==> src/rtl/cpu_sequencer.sv <==
// Microcoded control sequencer: fetch/execute T-state stepping with memory
// stall, conditional jumps and a sticky halt state cleared only by reset.
module cpu_sequencer #(
  parameter int unsigned CW    = 17,
  parameter int unsigned OPW   = 4,
  parameter int unsigned MAX_T = 6,
  localparam int unsigned STW  = $clog2(MAX_T)
) (
  input  logic           clk,
  input  logic           rst,
  input  logic [OPW-1:0] reg_ir,
  input  logic [1:0]     flag_lines,
  input  logic           mem_ready,
  output logic [CW-1:0]  control_lines,
  output logic [STW-1:0] step,
  output logic           instr_done,
  output logic           halted
);

  localparam int unsigned WW = 17;

  localparam int unsigned B_EP  = 0;
  localparam int unsigned B_LM  = 1;
  localparam int unsigned B_C   = 2;
  localparam int unsigned B_LI  = 3;
  localparam int unsigned B_EM  = 4;
  localparam int unsigned B_LA  = 5;
  localparam int unsigned B_EA  = 6;
  localparam int unsigned B_LB  = 7;
  localparam int unsigned B_EB  = 8;
  localparam int unsigned B_LC  = 9;
  localparam int unsigned B_LD  = 10;
  localparam int unsigned B_EI  = 11;
  localparam int unsigned B_LP  = 12;
  localparam int unsigned B_ES  = 13;
  localparam int unsigned B_LO  = 14;
  localparam int unsigned B_SUB = 15;
  localparam int unsigned B_LF  = 16;

  localparam logic [3:0] OP_NOP   = 4'h0;
  localparam logic [3:0] OP_LDA   = 4'h1;
  localparam logic [3:0] OP_LDB   = 4'h2;
  localparam logic [3:0] OP_MOVAB = 4'h3;
  localparam logic [3:0] OP_MOVBA = 4'h4;
  localparam logic [3:0] OP_ADD   = 4'h5;
  localparam logic [3:0] OP_SUB   = 4'h6;
  localparam logic [3:0] OP_OUTA  = 4'h7;
  localparam logic [3:0] OP_JMP   = 4'h8;
  localparam logic [3:0] OP_JC    = 4'h9;
  localparam logic [3:0] OP_JNC   = 4'hA;
  localparam logic [3:0] OP_JZ    = 4'hB;
  localparam logic [3:0] OP_JNZ   = 4'hC;
  localparam logic [3:0] OP_LDMA  = 4'hD;
  localparam logic [3:0] OP_MOVAC = 4'hE;
  localparam logic [3:0] OP_HLT   = 4'hF;

  typedef enum logic {S_RUN, S_HALT} state_t;

  state_t         state, state_nxt;
  logic [STW-1:0] step_nxt;
  logic [WW-1:0]  word;
  logic           last;
  logic           stall;
  logic [3:0]     op;
  logic [OPW+3:0] ir_ext;
  logic           carry, zero;

  assign carry  = flag_lines[0];
  assign zero   = flag_lines[1];
  assign ir_ext = {4'b0000, reg_ir};
  // Opcodes beyond the 4-bit table execute as NOP
  assign op     = (ir_ext[OPW+3:4] != '0) ? OP_NOP : reg_ir[3:0];
  assign halted = (state == S_HALT);

  // State and step register
  always_ff @(posedge clk) begin
    if (rst) begin
      state <= S_RUN;
      step  <= '0;
    end else begin
      state <= state_nxt;
      step  <= step_nxt;
    end
  end

  // Microcode decode, stall handling and step advance
  always_comb begin
    word          = '0;
    last          = 1'b0;
    stall         = 1'b0;
    state_nxt     = state;
    step_nxt      = step;
    control_lines = '0;
    instr_done    = 1'b0;

    if (step == STW'(0)) begin
      word[B_EP] = 1'b1;
      word[B_LM] = 1'b1;
    end else if (step == STW'(1)) begin
      word[B_C]  = 1'b1;
      word[B_LI] = 1'b1;
      word[B_EM] = 1'b1;
    end else if (step == STW'(2)) begin
      last = (op != OP_LDMA);
      case (op)
        OP_LDA:   begin word[B_LA] = 1'b1; word[B_EI] = 1'b1; end
        OP_LDB:   begin word[B_LB] = 1'b1; word[B_EI] = 1'b1; end
        OP_MOVAB: begin word[B_LB] = 1'b1; word[B_EA] = 1'b1; end
        OP_MOVBA: begin word[B_LA] = 1'b1; word[B_EB] = 1'b1; end
        OP_ADD:   begin word[B_LA] = 1'b1; word[B_ES] = 1'b1; word[B_LF] = 1'b1; end
        OP_SUB: begin
          word[B_LA]  = 1'b1;
          word[B_ES]  = 1'b1;
          word[B_SUB] = 1'b1;
          word[B_LF]  = 1'b1;
        end
        OP_OUTA:  begin word[B_EA] = 1'b1; word[B_LO] = 1'b1; end
        OP_JMP:   begin word[B_EI] = 1'b1; word[B_LP] = 1'b1; end
        OP_JC:    begin word[B_EI] = carry;  word[B_LP] = carry;  end
        OP_JNC:   begin word[B_EI] = !carry; word[B_LP] = !carry; end
        OP_JZ:    begin word[B_EI] = zero;   word[B_LP] = zero;   end
        OP_JNZ:   begin word[B_EI] = !zero;  word[B_LP] = !zero;  end
        OP_LDMA:  begin word[B_EI] = 1'b1; word[B_LM] = 1'b1; end
        OP_MOVAC: begin word[B_LC] = 1'b1; word[B_EA] = 1'b1; end
        default:  word = '0;
      endcase
    end else if (step == STW'(3)) begin
      last = 1'b1;
      if (op == OP_LDMA) begin
        word[B_EM] = 1'b1;
        word[B_LA] = 1'b1;
      end
    end else begin
      // Unreachable steps terminate the instruction rather than run away
      last = 1'b1;
    end

    stall = word[B_EM] && !mem_ready;
    if (stall) word[B_C] = 1'b0;

    if (state == S_RUN) begin
      control_lines = CW'(word);
      instr_done    = last && !stall;
      if (!stall) begin
        if (last) begin
          step_nxt = '0;
          if (op == OP_HLT) state_nxt = S_HALT;
        end else begin
          step_nxt = step + STW'(1);
        end
      end
    end

    if (rst) begin
      control_lines = '0;
      instr_done    = 1'b0;
    end
  end

endmodule

==> config.mk <==
export PLATFORM = sky130hd
export DESIGN_NAME = cpu_sequencer
export DESIGN_NICKNAME = d
export VERILOG_FILES = /design/src/rtl/cpu_sequencer.sv
export SDC_FILE = /design/constraint.sdc
export NUM_CORES = 1
export LEC_CHECK = 0
export ABC_AREA = 1
export ABC_CLOCK_PERIOD_IN_PS = 4140
export BUFFER_PORTS_ARGS = -buffer_cell sky130_fd_sc_hd__clkbuf_2
export CORE_ASPECT_RATIO = 1.4
export CORE_MARGIN = 8
export CORE_UTILIZATION = 30
export DETAILED_ROUTE_END_ITERATION = 8
export PLACE_DENSITY = 0.53
export SYNTH_ARGS = -nofsm -noshare
export SYNTH_HDL_FRONTEND = slang
export SYNTH_SLANG_ARGS = --single-unit
==> constraint.sdc <==
create_clock -name clk -period 4.14 [get_ports clk]
set_input_delay 0 -clock clk [delete_from_list [all_inputs] [get_ports clk]]
set_output_delay 0 -clock clk [all_outputs]
set_load 0.1 [all_outputs]
==> summary.txt <==
Status
  • Outcome: complete, no violations

Cells and area
  • Multi-input gate area: 460 µm²
  • Nets: 152
  • Final core utilization: between 40% and 50%
  • # diodes: 0
  • Reg area: roughly 80 µm²
  • Final Instance Area: roughly 820 µm²
  • Layout area overhead: 31.1%
  • Share of layout cells above drive strength 1: between 30 and 40%
  • Filler cells: 242

Routing
  • DRT Pass-1 Iters: 4
  • Drt via density: roughly 4.9
  • DRT iter0 DRCs: 8
  • WL/cell: between 10 and 15 µm
  • Vias: between 700 and 800
  • DRC: 0
  • Post-route ant nets: 0
  • Final wirelength: a little under 2 mm

Placement
  • Gpl congestion: 0.905
  • Area after DPL: 791 µm²
  • HPWL Detailed: about 1.7 mm
  • IO buf count: 29

Worst setup path
  • Critical path class: flop to primary output
  • RR Endpoint: step[1]
  • CP Max Fanout: 5
  • Critical Path RT: roughly 4100 ps
  • R2R cell count: 10
  • Launching point of the worst reg2reg path: step[0]
  • Crit. End Element: primary output
  • Startpoint types: flop
  • Arrival time worst endpoint: about 2300 ps
  • Flop-to-flop setup slack: approximately 2600 ps
  • CP Launch Point: step[1]

Hold path
  • Worst Hold Path EP: step[2]
  • Worst hold path class: input port to flop
  • Min-Delay Startpoint: mem_ready
  • Hold Path Stages: 5

Logic synthesis
  • Yosys cell types: 27
  • Top cell type's share of synthesized area: ~13%
  • Syn Nets: 119
  • Synthesized flop and latch total: 4
  • Register area share after synthesis: 12.7%
  • Cell Area, Synth: between 600 and 700 µm²
  • Mapped Cells: about 110
  • Synth area leaders: dfxtp_1 (13%), inv_1 (11%), nor2_1 (11%), ha_1 (10%), nand2_1 (9.0%)
  • Mapped Avg Cell Area: roughly 6.0 µm²
  • Post-synth top area cell: dfxtp_1
  • Yosys warning count: 0

Timing
  • Setup TNS Final: 0 ps
  • F_max: about 440 MHz
  • RSZ-0062 raised after global routing: no
  • Post-Route Skew: 0.194 ps
  • Worst slew margin: between 60% and 70%
  • Final Hold Fails: 0
  • Pins over their slew limit: 0
  • Tcrit/Tclk final: 54.3%
  • Period minus WS final: between 2000 and 2500 ps
  • Finish-stage setup viols: 0
  • Hold slack: between 150 and 200 ps
  • Worst-Margin Slew: ~550 ps

Floorplanning
  • Die Y: ~70 µm
  • Placeable core area: between 1500 and 2000 µm²
  • Initial Utilization: 31.8%
  • I/O pin total: 31
  • Die Width: 54.7 µm
  • Row cnt: 19
  • Die ar.: 3830 µm²

Global routing
  • Initial antenna violation count: 0
  • Vias in the first global route: ~800
  • All-Layer GR Usage: about a tenth
  • Total grt overflow: 0
  • First-pass GRT wire length: approximately 3.3 mm
  • Largest net degree at the start of global routing: 8

CTS
  • Clk sinks: 4
  • Reg clk slew, reported paths: about 40 ps
  • H-tree levels: 1
  • Clk_lat worst skew: approximately 230 ps
  • CTS root buffer: clkbuf_4
  • TritonCTS clock tree: yes
  • CTS Buf Count: 3
  • Clock buffer depth: 2

Pwr
  • Power density over the cells: roughly 630 nW/µm²
  • VDD IR-drop max: between 0.3 and 0.4 mV
  • Leak Pwr: roughly 0.48 nW
  • Total power: ~0.52 mW

Run
  • Max_cap viols: 0
-- per-layer routing --
metal  global-route usage, %  part of all wire [%]  wire [µm]
met1                    10.2                    36        706
met4                    5.22                  0.97         19
met3                    2.33                   9.9        194
met2                    18.8                    53       1040
met5                       0                     0          0
-- sequential cells by signal, indices dropped and copies added, names as in the netlist --
register,cells
halted,1
step,3
-- cells by family (layout without fill, tap and decap cells) --
family,count (synthesis),count (layout),share of synthesized area [%]
and+or+nand+nor,59,59,49.8
buffers and inverters,23,54,14.9
AOI/OAI and AO/OA,13,13,12.0
adders and majority gates,5,5,9.96
DFF,4,4,12.7
other,1,1,0.597
-- critical path, cell delays in order (launching register included) --
cell and delay (ps):
dfxtp_1 400, inv_1 90, ha_1 190, inv_1 80, nor2_1 90, nor2_4 160
nand3_2 140, inv_2 100, nand3_2 100, a21oi_1 180, clkbuf_2 490
-- placed cells by master, fill, tap and decap left out, drive strengths merged, types with 2 or more instances in the layout --
master   n
nor3b    2
ha       5
dfxtp    4
nand3    9
o21ai    2
nand3b   2
a21oi    8
clkbuf  32
nand2   21
nor2    21
inv     21
nor3     2
-- synthesized netlist by cell type --
cell type,n
conb_1,1
nand3_2,3
o21ai_0,2
nand2_2,5
nor3_2,1
dfxtp_1,4
nor3b_2,1
nand3b_1,2
nand2_4,1
nor2_4,1
inv_2,3
nor2_1,18
inv_1,18
ha_1,5
o22ai_1,1
nand3_1,6
a21oi_1,7
buf_4,2
nor4_1,1
nand4_1,1
nor3_1,1
nor2_2,2
nor3b_1,1
o211ai_1,1
a211oi_1,1
a21oi_2,1
nand2_1,15
-- layout make-up --
cell class | count | share of cell area [%]
multi-input combinational | 78 | 55.9
timing repair buffer | 30 | 18.8
clock buffer | 3 | 2.74
tap | 21 | 3.19
sequential | 4 | 9.73
inverter | 21 | 9.57
-- worst max path at each step --
stage	end	slack, ps	depth (start not counted)
after floorplan	control_lines[16]	120	10
after global placement	control_lines[13]	2200	10
after detailed placement	control_lines[13]	2120	10
after CTS	control_lines[13]	1860	10
after global routing	control_lines[13]	1700	10
final	control_lines[13]	1890	10
-- power breakdown --
| group | internal [mW] | switching, mW |
|---|---|---|
| Sequential | 0.0494 | 0.0141 |
| Combinational | 0.0772 | 0.329 |
| Clock | 0.0324 | 0.0150 |
-- metrics by stage --
step | worst slack, ps | std cells
floorplan | 123 | 105
global placement | 2200 | 153
detailed placement | 2120 | 153
CTS | 1860 | 157
global route | 1700 | 157
finish | 1890 | 157
-- repair_timing --
item,CTS,global route
hold buffers,1,0
endpoints found under the hold margin,1,0
gates resized for setup,0,0
buffers inserted,0,0
Power figures use the tool's default switching activity.
